## config.mk

```make
export PLATFORM = sky130hd
export DESIGN_NAME = decim_ctrl
export DESIGN_NICKNAME = d
export VERILOG_FILES = /design/src/rtl/decim_pkg.sv /design/src/rtl/decim_phase_acc.sv /design/src/rtl/decim_ctrl.sv
export SDC_FILE = /design/constraint.sdc
export NUM_CORES = 1
export LEC_CHECK = 0
export ABC_CLOCK_PERIOD_IN_PS = 2900
export BUFFER_PORTS_ARGS = -buffer_cell sky130_fd_sc_hd__buf_2
export CAP_MARGIN = 20
export CORE_MARGIN = 2
export CORE_UTILIZATION = 51
export DETAILED_ROUTE_END_ITERATION = 8
export PLACE_DENSITY_LB_ADDON = 0.2
export SLEW_MARGIN = 20
export SYNTH_ARGS = -nofsm -noshare
export SYNTH_HDL_FRONTEND = slang
export SYNTH_SLANG_ARGS = --single-unit
```

## constraint.sdc

```tcl
create_clock -name CLK -period 2.9 [get_ports CLK]
set_input_delay 0.435 -clock CLK [delete_from_list [all_inputs] [get_ports CLK]]
set_output_delay 0.435 -clock CLK [all_outputs]
set_load 0.05 [all_outputs]
```

## src/rtl/decim_pkg.sv

```systemverilog
// rtl/decim_pkg.sv - state encoding and default ratio constants shared by the decimator controller
package decim_pkg;

  // Controller states; the numeric values are visible on the STATE port.
  typedef enum logic [1:0] {
    ST_IDLE   = 2'd0,
    ST_WARMUP = 2'd1,
    ST_RUN    = 2'd2
  } decim_state_e;

  // Default 64 -> 44 rate change expressed as 11 outputs per 16 input bits.
  localparam int DECIM_NUM    = 11;
  localparam int DECIM_DEN    = 16;

  // Filter settling outputs thrown away after every start.
  localparam int DECIM_WARMUP = 32;

  // Accumulator width wide enough that acc + NUM (acc < DEN, NUM <= DEN) never wraps.
  function automatic int decim_acc_width(input int den);
    return $clog2(den) + 1;
  endfunction

endpackage

```

## src/rtl/decim_phase_acc.sv

```systemverilog
// rtl/decim_phase_acc.sv - fractional phase accumulator issuing NUM strobes per DEN advances
module decim_phase_acc
  import decim_pkg::*;
#(
  parameter int NUM = DECIM_NUM,
  parameter int DEN = DECIM_DEN
) (
  input  logic CLK,
  input  logic RST,
  input  logic clr,
  input  logic adv,
  output logic stb
);

  localparam int              ACCW  = decim_acc_width(DEN);
  localparam logic [ACCW-1:0] NUM_W = ACCW'(NUM);
  localparam logic [ACCW-1:0] DEN_W = ACCW'(DEN);

  logic [ACCW-1:0] acc_q;
  logic [ACCW-1:0] acc_d;
  logic [ACCW-1:0] sum;
  logic            stb_q;
  logic            stb_d;

  // Step the phase by NUM on every advance; each wrap past DEN is one output sample due.
  always_comb begin
    sum   = acc_q + NUM_W;
    acc_d = acc_q;
    stb_d = 1'b0;
    if (clr) begin
      acc_d = '0;
    end else if (adv) begin
      if (sum >= DEN_W) begin
        acc_d = sum - DEN_W;
        stb_d = 1'b1;
      end else begin
        acc_d = sum;
      end
    end
  end

  // Phase and strobe registers; the strobe lands in the cycle after the advancing bit.
  always_ff @(posedge CLK) begin
    if (RST) begin
      acc_q <= '0;
      stb_q <= 1'b0;
    end else begin
      acc_q <= acc_d;
      stb_q <= stb_d;
    end
  end

  assign stb = stb_q;

endmodule

```

## src/rtl/decim_ctrl.sv

```systemverilog
// rtl/decim_ctrl.sv - Filter decimator sequencer: FSM, warm-up discard, output register; DECIM_STATS_EN adds DROP_CNT
module decim_ctrl
  import decim_pkg::*;
#(
  parameter int NUM    = DECIM_NUM,
  parameter int DEN    = DECIM_DEN,
  parameter int WARMUP = DECIM_WARMUP,
  parameter int DW     = 8
) (
  input  logic          CLK,
  input  logic          RST,
  input  logic          EN,
  input  logic          BIT_VALID,
  input  logic [DW-1:0] FILT_OUT,
  output logic          FILT_CE,
  output logic          DEC_STB,
  output logic [DW-1:0] OUT_DATA,
  output logic          OUT_VALID,
  input  logic          OUT_READY,
  output logic          OVF,
  input  logic          CLR_OVF,
`ifdef DECIM_STATS_EN
  output logic [7:0]    DROP_CNT,
`endif
  output logic [1:0]    STATE
);

  // Counter must hold the value WARMUP itself, and stay at least one bit wide when WARMUP is 0.
  localparam int WCW = $clog2(WARMUP + 2);

  decim_state_e   state_q;
  decim_state_e   state_d;
  logic [WCW-1:0] warm_cnt_q;
  logic [WCW-1:0] warm_cnt_d;

  logic           filt_ce_q;
  logic           cap_pend_q;
  logic           stb;
  logic           adv;
  logic           clr;

  logic           cap_run;
  logic           cap_warm;
  logic           warm_last;
  logic           drop;

  logic [DW-1:0]  out_data_q;
  logic [DW-1:0]  out_data_d;
  logic           out_valid_q;
  logic           out_valid_d;
  logic           ovf_q;
  logic           ovf_d;

  // A bit only advances the filter while running and still enabled this cycle, so
  // FILT_CE is already low in the first IDLE cycle after EN falls.
  assign adv = EN && BIT_VALID && (state_q != ST_IDLE);
  assign clr = !EN || (state_q == ST_IDLE);

  decim_phase_acc #(
    .NUM (NUM),
    .DEN (DEN)
  ) u_acc (
    .CLK (CLK),
    .RST (RST),
    .clr (clr),
    .adv (adv),
    .stb (stb)
  );

  // A capture arriving while EN is low or in IDLE is the tail of a stopped run and is dropped silently.
  assign cap_run   = cap_pend_q && EN && (state_q == ST_RUN);
  assign cap_warm  = cap_pend_q && EN && (state_q == ST_WARMUP);
  assign warm_last = cap_warm && ((32'(warm_cnt_q) + 32'd1) == 32'(WARMUP));

  // Next state and warm-up count; EN low forces IDLE from any state.
  always_comb begin
    state_d    = state_q;
    warm_cnt_d = warm_cnt_q;
    if (!EN) begin
      state_d    = ST_IDLE;
      warm_cnt_d = '0;
    end else begin
      case (state_q)
        ST_IDLE: begin
          warm_cnt_d = '0;
          state_d    = (WARMUP == 0) ? ST_RUN : ST_WARMUP;
        end
        ST_WARMUP: begin
          if (cap_warm) begin
            warm_cnt_d = warm_cnt_q + WCW'(1);
            if (warm_last) begin
              state_d = ST_RUN;
            end
          end
        end
        ST_RUN: begin
          state_d = ST_RUN;
        end
        default: begin
          state_d    = ST_IDLE;
          warm_cnt_d = '0;
        end
      endcase
    end
  end

  // State register and warm-up counter.
  always_ff @(posedge CLK) begin
    if (RST) begin
      state_q    <= ST_IDLE;
      warm_cnt_q <= '0;
    end else begin
      state_q    <= state_d;
      warm_cnt_q <= warm_cnt_d;
    end
  end

  // Filter enable follows the accepted bit by one cycle; the strobe is delayed once more to
  // mark the cycle in which FILT_OUT carries the computed sample.
  always_ff @(posedge CLK) begin
    if (RST) begin
      filt_ce_q  <= 1'b0;
      cap_pend_q <= 1'b0;
    end else begin
      filt_ce_q  <= adv;
      cap_pend_q <= stb;
    end
  end

  // Single-entry output slot: a simultaneous consume frees room for the new sample,
  // otherwise a full slot keeps its old value and the newcomer is dropped.
  always_comb begin
    out_data_d  = out_data_q;
    out_valid_d = out_valid_q;
    ovf_d       = ovf_q;
    drop        = 1'b0;
    if (cap_run) begin
      if (!out_valid_q || OUT_READY) begin
        out_data_d  = FILT_OUT;
        out_valid_d = 1'b1;
      end else begin
        drop = 1'b1;
      end
    end else if (out_valid_q && OUT_READY) begin
      out_valid_d = 1'b0;
    end
    if (drop) begin
      ovf_d = 1'b1;
    end else if (CLR_OVF) begin
      ovf_d = 1'b0;
    end
  end

  // Output slot and sticky overflow flag.
  always_ff @(posedge CLK) begin
    if (RST) begin
      out_data_q  <= '0;
      out_valid_q <= 1'b0;
      ovf_q       <= 1'b0;
    end else begin
      out_data_q  <= out_data_d;
      out_valid_q <= out_valid_d;
      ovf_q       <= ovf_d;
    end
  end

`ifdef DECIM_STATS_EN
  logic [7:0] drop_cnt_q;
  logic [7:0] drop_cnt_d;

  // Saturating drop counter; a drop in the clearing cycle still counts.
  always_comb begin
    drop_cnt_d = drop_cnt_q;
    if (CLR_OVF) begin
      drop_cnt_d = 8'd0;
    end
    if (drop && (drop_cnt_d != 8'hFF)) begin
      drop_cnt_d = drop_cnt_d + 8'd1;
    end
  end

  // Drop counter register.
  always_ff @(posedge CLK) begin
    if (RST) begin
      drop_cnt_q <= 8'd0;
    end else begin
      drop_cnt_q <= drop_cnt_d;
    end
  end

  assign DROP_CNT = drop_cnt_q;
`endif

  assign FILT_CE   = filt_ce_q;
  assign DEC_STB   = stb;
  assign OUT_DATA  = out_data_q;
  assign OUT_VALID = out_valid_q;
  assign OVF       = ovf_q;
  assign STATE     = state_q;

endmodule

```

Word-level counts from Yosys, hierarchy flattened. Cells that the tools add are included.

Flip-flop bits (word level): 26. Logic and storage cells: 59. Input port bits: 14. Output and inout bits: 14.

Bitwise logic cells: 3. Add/subtract/negate cells: 4. Equal/unequal tests: 6. Reductions and logical operators: 22. $lt $le $gt $ge: 1. Muxes and demuxes: 14.

Operators with widths (count): case mux 6 bit (2 select lines) (1); 2-to-1 mux 1 bit (8); AND reduction 2 bit (4); adder 6 x 1 -> 7 bit, second input constant (1); equality test 7 x 6 -> 1 bit, second input constant (1); logical AND 1 bit (7); adder 6 x 1 -> 6 bit, second input constant (1); 2-to-1 mux 6 bit (1); case mux 2 bit (3 select lines) (1); nonzero test 2 bit (3); adder 5 x 4 -> 5 bit, second input constant (1); greater-or-equal comparator 5 bit, second input constant (1); 2-to-1 mux 5 bit (1); subtractor 5 bit, second input constant (1); 2-to-1 mux 2 bit (2); != test 2 bit, second input constant (2); OR reduction 2 bit (2); NOT 1 bit (3); OR reduction 3 bit (1); equality test 2 x 1 -> 1 bit, second input constant (1); equality test 2 bit, second input constant (1); zero test 1 bit (2); zero test 2 bit (1); logical OR 1 bit (2); != test 2 x 1 -> 1 bit, second input constant (1).

Longest topological paths before layout.
Depth after elaboration: 6. Mapped depth: 6. Gate-level depth less buffers: 6.

Cells and area by module. From an unflattened synthesis, not the netlist that was laid out.

Cells, all modules: 125. Area total of the unflattened synthesis: 1178.6 um^2.

Modules (own cells, without submodules): decim_ctrl (area each 919.6 um^2, seq. area each 400.4 um^2, cells each 98, times used 1); decim_phase_acc (area each 259.0 um^2, seq. area each 120.1 um^2, cells each 27, times used 1).

Worst setup path after synthesis. OpenSTA, ideal clock, no wires.

Kind: reg2reg. Start point: reg state_q[1], in the netlist STATE[1]. End point: reg out_data_q[0], in the netlist OUT_DATA[0]. Slack: 1.105 ns. Period minus slack after synthesis: 1.795 ns. Buffers on the path: 0. Required time: 2.772 ns. Data arrival time: 1.668 ns. Cell stages (with the launch flop): 6. Setup time: 0.128 ns. Cells stage by stage: dfxtp_1 -> ha_1 -> nand3_1 -> nor2_2 -> mux2i_1 -> nor2_1.

Word-level cells in the longest chain between the ends: 3.

Ends and longest elaborated chain: start, declared (RTL line decim_ctrl.sv:31) `decim_state_e state_q;`; start signal, assigned (RTL line decim_ctrl.sv:113) `state_q <= state_d;`; equality test 2 bit (RTL line decim_ctrl.sv:71) `assign cap_run = cap_pend_q && EN && (state_q == ST_RUN);`; logical AND 1 bit (RTL line decim_ctrl.sv:71); AND reduction 2 bit (no line); end signal, assigned (RTL line decim_ctrl.sv:161) `out_data_q <= out_data_d;`; end, declared (RTL line decim_ctrl.sv:47) `logic [DW-1:0] out_data_q;`.

Every way passes these cells. A chain may end at the register's enable or synchronous reset.

Worst setup path in the final report.
Start point: reg warm_cnt_q[0]. End point: reg state_q[1], in the netlist STATE[1].

Word-level cells in the longest chain between the ends: 5.

Ends and longest elaborated chain: start, declared (RTL line decim_ctrl.sv:33) `logic [WCW-1:0] warm_cnt_q;`; start signal, assigned (RTL line decim_ctrl.sv:114) `warm_cnt_q <= warm_cnt_d;`; adder 6 x 1 -> 7 bit (RTL line decim_ctrl.sv:73) `assign warm_last = cap_warm && ((32'(warm_cnt_q) + 32'd1) == 32'(WARMUP));`; equality test 7 x 6 -> 1 bit (RTL line decim_ctrl.sv:73); logical AND 1 bit (RTL line decim_ctrl.sv:73); != test 2 bit (no line); AND reduction 2 bit (no line).

Every way passes these cells.

==> impl_metrics.json <==
{
  "cts_setup_buffers": 0,
  "cts_tree": "yes",
  "ys_types": 32,
  "syn_inst": 116,
  "vias": 907,
  "worstReg2RegStart": "warm_cnt_q[0]$_SDFFE_PP0P_",
  "stdcell_count": 172,
  "cts-root-buf": "clkbuf_4",
  "ctsHoldBuffers": 0,
  "die_w_um": 50.9,
  "hold_path.class": "primary input to register",
  "cts.htree.levels": 1,
  "syn_nets": 136,
  "end_kind": "register",
  "whs_ns": 0.345,
  "path_max_fanout": 5,
  "cts_buffer_depth": 2,
  "drt-total-wl_um": 2050,
  "fin_nets": 166,
  "fin_worst_skew_ns": 0.0129,
  "required_ns": 3.14,
  "finalCritPeriodShare_pct": 58.9,
  "finalCriticalPeriod_ns": 1.71,
  "ctsResizeCount": 0,
  "slew_viol_final": 0,
  "synth.area.top_cells": "dfxtp_1 45%, mux2i_1 8.0%, ha_1 6.7%, nor2_1 5.0%, xnor2_1 3.9%",
  "powerDensity_mw_per_mm2": 424,
  "hold-path-endpoint": "OUT_DATA[5]$_SDFFE_PP0P_",
  "design_area_mm2": 0.00131,
  "dieArea_mm2": 0.00259,
  "hold_start": "FILT_OUT[5]",
  "n_antenna_cell": 0,
  "seq_area_frac_synth_pct": 44.6,
  "hold_depth": 3,
  "start_util_pct": 55.4,
  "peakVddDrop_v": 0.000244,
  "postRouteAntennaNets": 0,
  "power.total_uw": 556,
  "grt_pass1_vias": 791,
  "yosysWarnings": 0,
  "dp_hpwl_um": 1590,
  "first_pass_iters": 4,
  "rsz0062_at_grt": "no",
  "post-place-ws_ns": 1.19,
  "rr_endpoint": "STATE[1]$_SDFFE_PP0P_",
  "die_y_um": 50.9,
  "rr_worst_depth": 6,
  "leakagePower_nw": 0.512,
  "clock_sinks": 25,
  "maxCapViolCount": 0,
  "io_pins": 28,
  "arrival_ns": 1.95,
  "place.gp.congestion": 0.855,
  "clockPowerShare_pct": 27.4,
  "grt_overflow_total": 0,
  "core_mm2": 0.00202,
  "fin_ws_ns": 1.19,
  "syn_area_mm2": 0.00112,
  "viasPerCell": 5.27,
  "status": "finished clean",
  "port_buffers": 27,
  "crit_type": "register to register",
  "ys_ff_latch": 25,
  "final_common_cell": "buf_2",
  "clk_pin_slew_worst_paths_ns": 0.13,
  "startpoint_type": "register",
  "place_inst": 168,
  "drc": 0,
  "wl_per_cell_um": 11.9,
  "p_sw_share_pct": 24.8,
  "seq_power_share_pct": 62.9,
  "p_switching_uw": 138,
  "final_util_pct": 64.8,
  "yosysTopAreaCell": "dfxtp_1",
  "max_freq_ghz": 0.585,
  "post_dp_cell_area_mm2": 0.00128,
  "antenna_found_initial": 0,
  "intPower_uw": 418,
  "clk_latency_ns": 0.32,
  "setup_tns_ns": 0,
  "grt_max_degree": 15,
  "area_delta_synth_final_pct": 16.9,
  "relSlewSlack_pct": 65.8,
  "track_usage_pct": 17.4,
  "synth_top_area_share_pct": 44.6,
  "finalHoldViolCount": 0,
  "floorplan.rows": 16,
  "drtIter0Drc": 19,
  "mostFrequentLayoutCells": "27 x buf_2, 25 x dfxtp_1, 15 x nor2_1",
  "ff2ff_setup_slack_ns": 1.19,
  "drive_gt1_share_pct": 24.1,
  "grt_pass1_wl_um": 3360,
  "syn-mean-instance-area_um2": 9.66,
  "setup_viol": 0,
  "cts_buffers": 3,
  "tightest_slew_ns": 0.512,
  "comb_power_share_pct": 9.7
}
[worst max path at each step]
| stage | startpoint | to | depth (start not counted) |
|---|---|---|---|
| finish | warm_cnt_q[0]$_SDFFE_PP0P_ | STATE[1]$_SDFFE_PP0P_ | 6 |
| global route | warm_cnt_q[0]$_SDFFE_PP0P_ | STATE[1]$_SDFFE_PP0P_ | 6 |
| CTS | warm_cnt_q[0]$_SDFFE_PP0P_ | STATE[1]$_SDFFE_PP0P_ | 6 |
| detailed placement | RST | u_acc.acc_q[1]$_SDFFE_PP0P_ | 3 |
| global placement | warm_cnt_q[0]$_SDFFE_PP0P_ | STATE[0]$_SDFFE_PP0P_ | 6 |
| floorplan | STATE[1]$_SDFFE_PP0P_ | OUT_DATA[0]$_SDFFE_PP0P_ | 5 |
[power groups by stage]
stage	sequential, mW	combinational (mW)	clock [mW]
floorplan	0.364	0.0273	0
global placement	0.357	0.0520	0
detailed placement	0.357	0.0539	0
CTS	0.350	0.0542	0.158
global route	0.350	0.0597	0.172
finish	0.350	0.0540	0.152
[metal layers]
layer,track usage (%),up-vias,wire length (um)
met2,29.2,30,932
met3,2.92,5,131
met5,0,-,0
met4,9.46,0,47
met1,21.1,409,934
li1,-,463,-
[kinds of logic after synthesis]
family                     count (synthesis)  share of synthesized area [%]
DFF                                       25                           44.6
AOI/OAI and AO/OA                         20                           13.8
muxes                                      9                           8.04
xor gates and xnor gates                   6                           4.69
adders and majority gates                  6                           6.70
buffers and inverters                      7                           2.34
and+or+nand+nor                           43                           19.8
[synthesized netlist by cell type]
cell type / count
a2111oi_0: 1
a2111oi_4: 1
a211oi_1: 1
a21o_1: 1
a21oi_1: 4
a22oi_1: 2
a31oi_1: 1
and2_1: 1
and3_1: 1
clkbuf_1: 2
dfxtp_1: 25
ha_1: 6
inv_1: 5
mux2i_1: 9
nand2_1: 2
nand2_2: 1
nand2b_1: 3
nand3_1: 7
nand3b_1: 1
nand4_1: 1
nor2_1: 15
nor2_2: 1
nor2b_1: 5
nor3_1: 3
nor3b_1: 1
o211ai_1: 2
o21a_1: 2
o21ai_0: 3
o41ai_1: 2
or3_4: 1
xnor2_1: 5
xor2_1: 1
[critical path, stage by stage, from the launching register on]
cell       delay (ns)
dfxtp_1          0.44
ha_1             0.27
nand3_1          0.12
xnor2_1          0.20
a2111oi_4        0.41
o211ai_1         0.13
o41ai_1          0.07
[sequential cells by signal (all words and copies together) (netlist names)]
signal and cells:
u_acc.stb 1, OUT_DATA 8, FILT_CE 1, STATE 2, u_acc.acc_q 4, OUT_VALID 1
cap_pend_q 1, warm_cnt_q 6, OVF 1
[cell type report]
class / instances / area, um2
clock buffer: 3 / 22.5
clock inverter: 1 / 5.00
fill: 178 / 712
inverter: 5 / 18.8
multi-input combinational: 84 / 594
sequential: 25 / 500
tap: 27 / 33.8
timing repair buffer: 27 / 135
(Power assumes the default switching activity.)
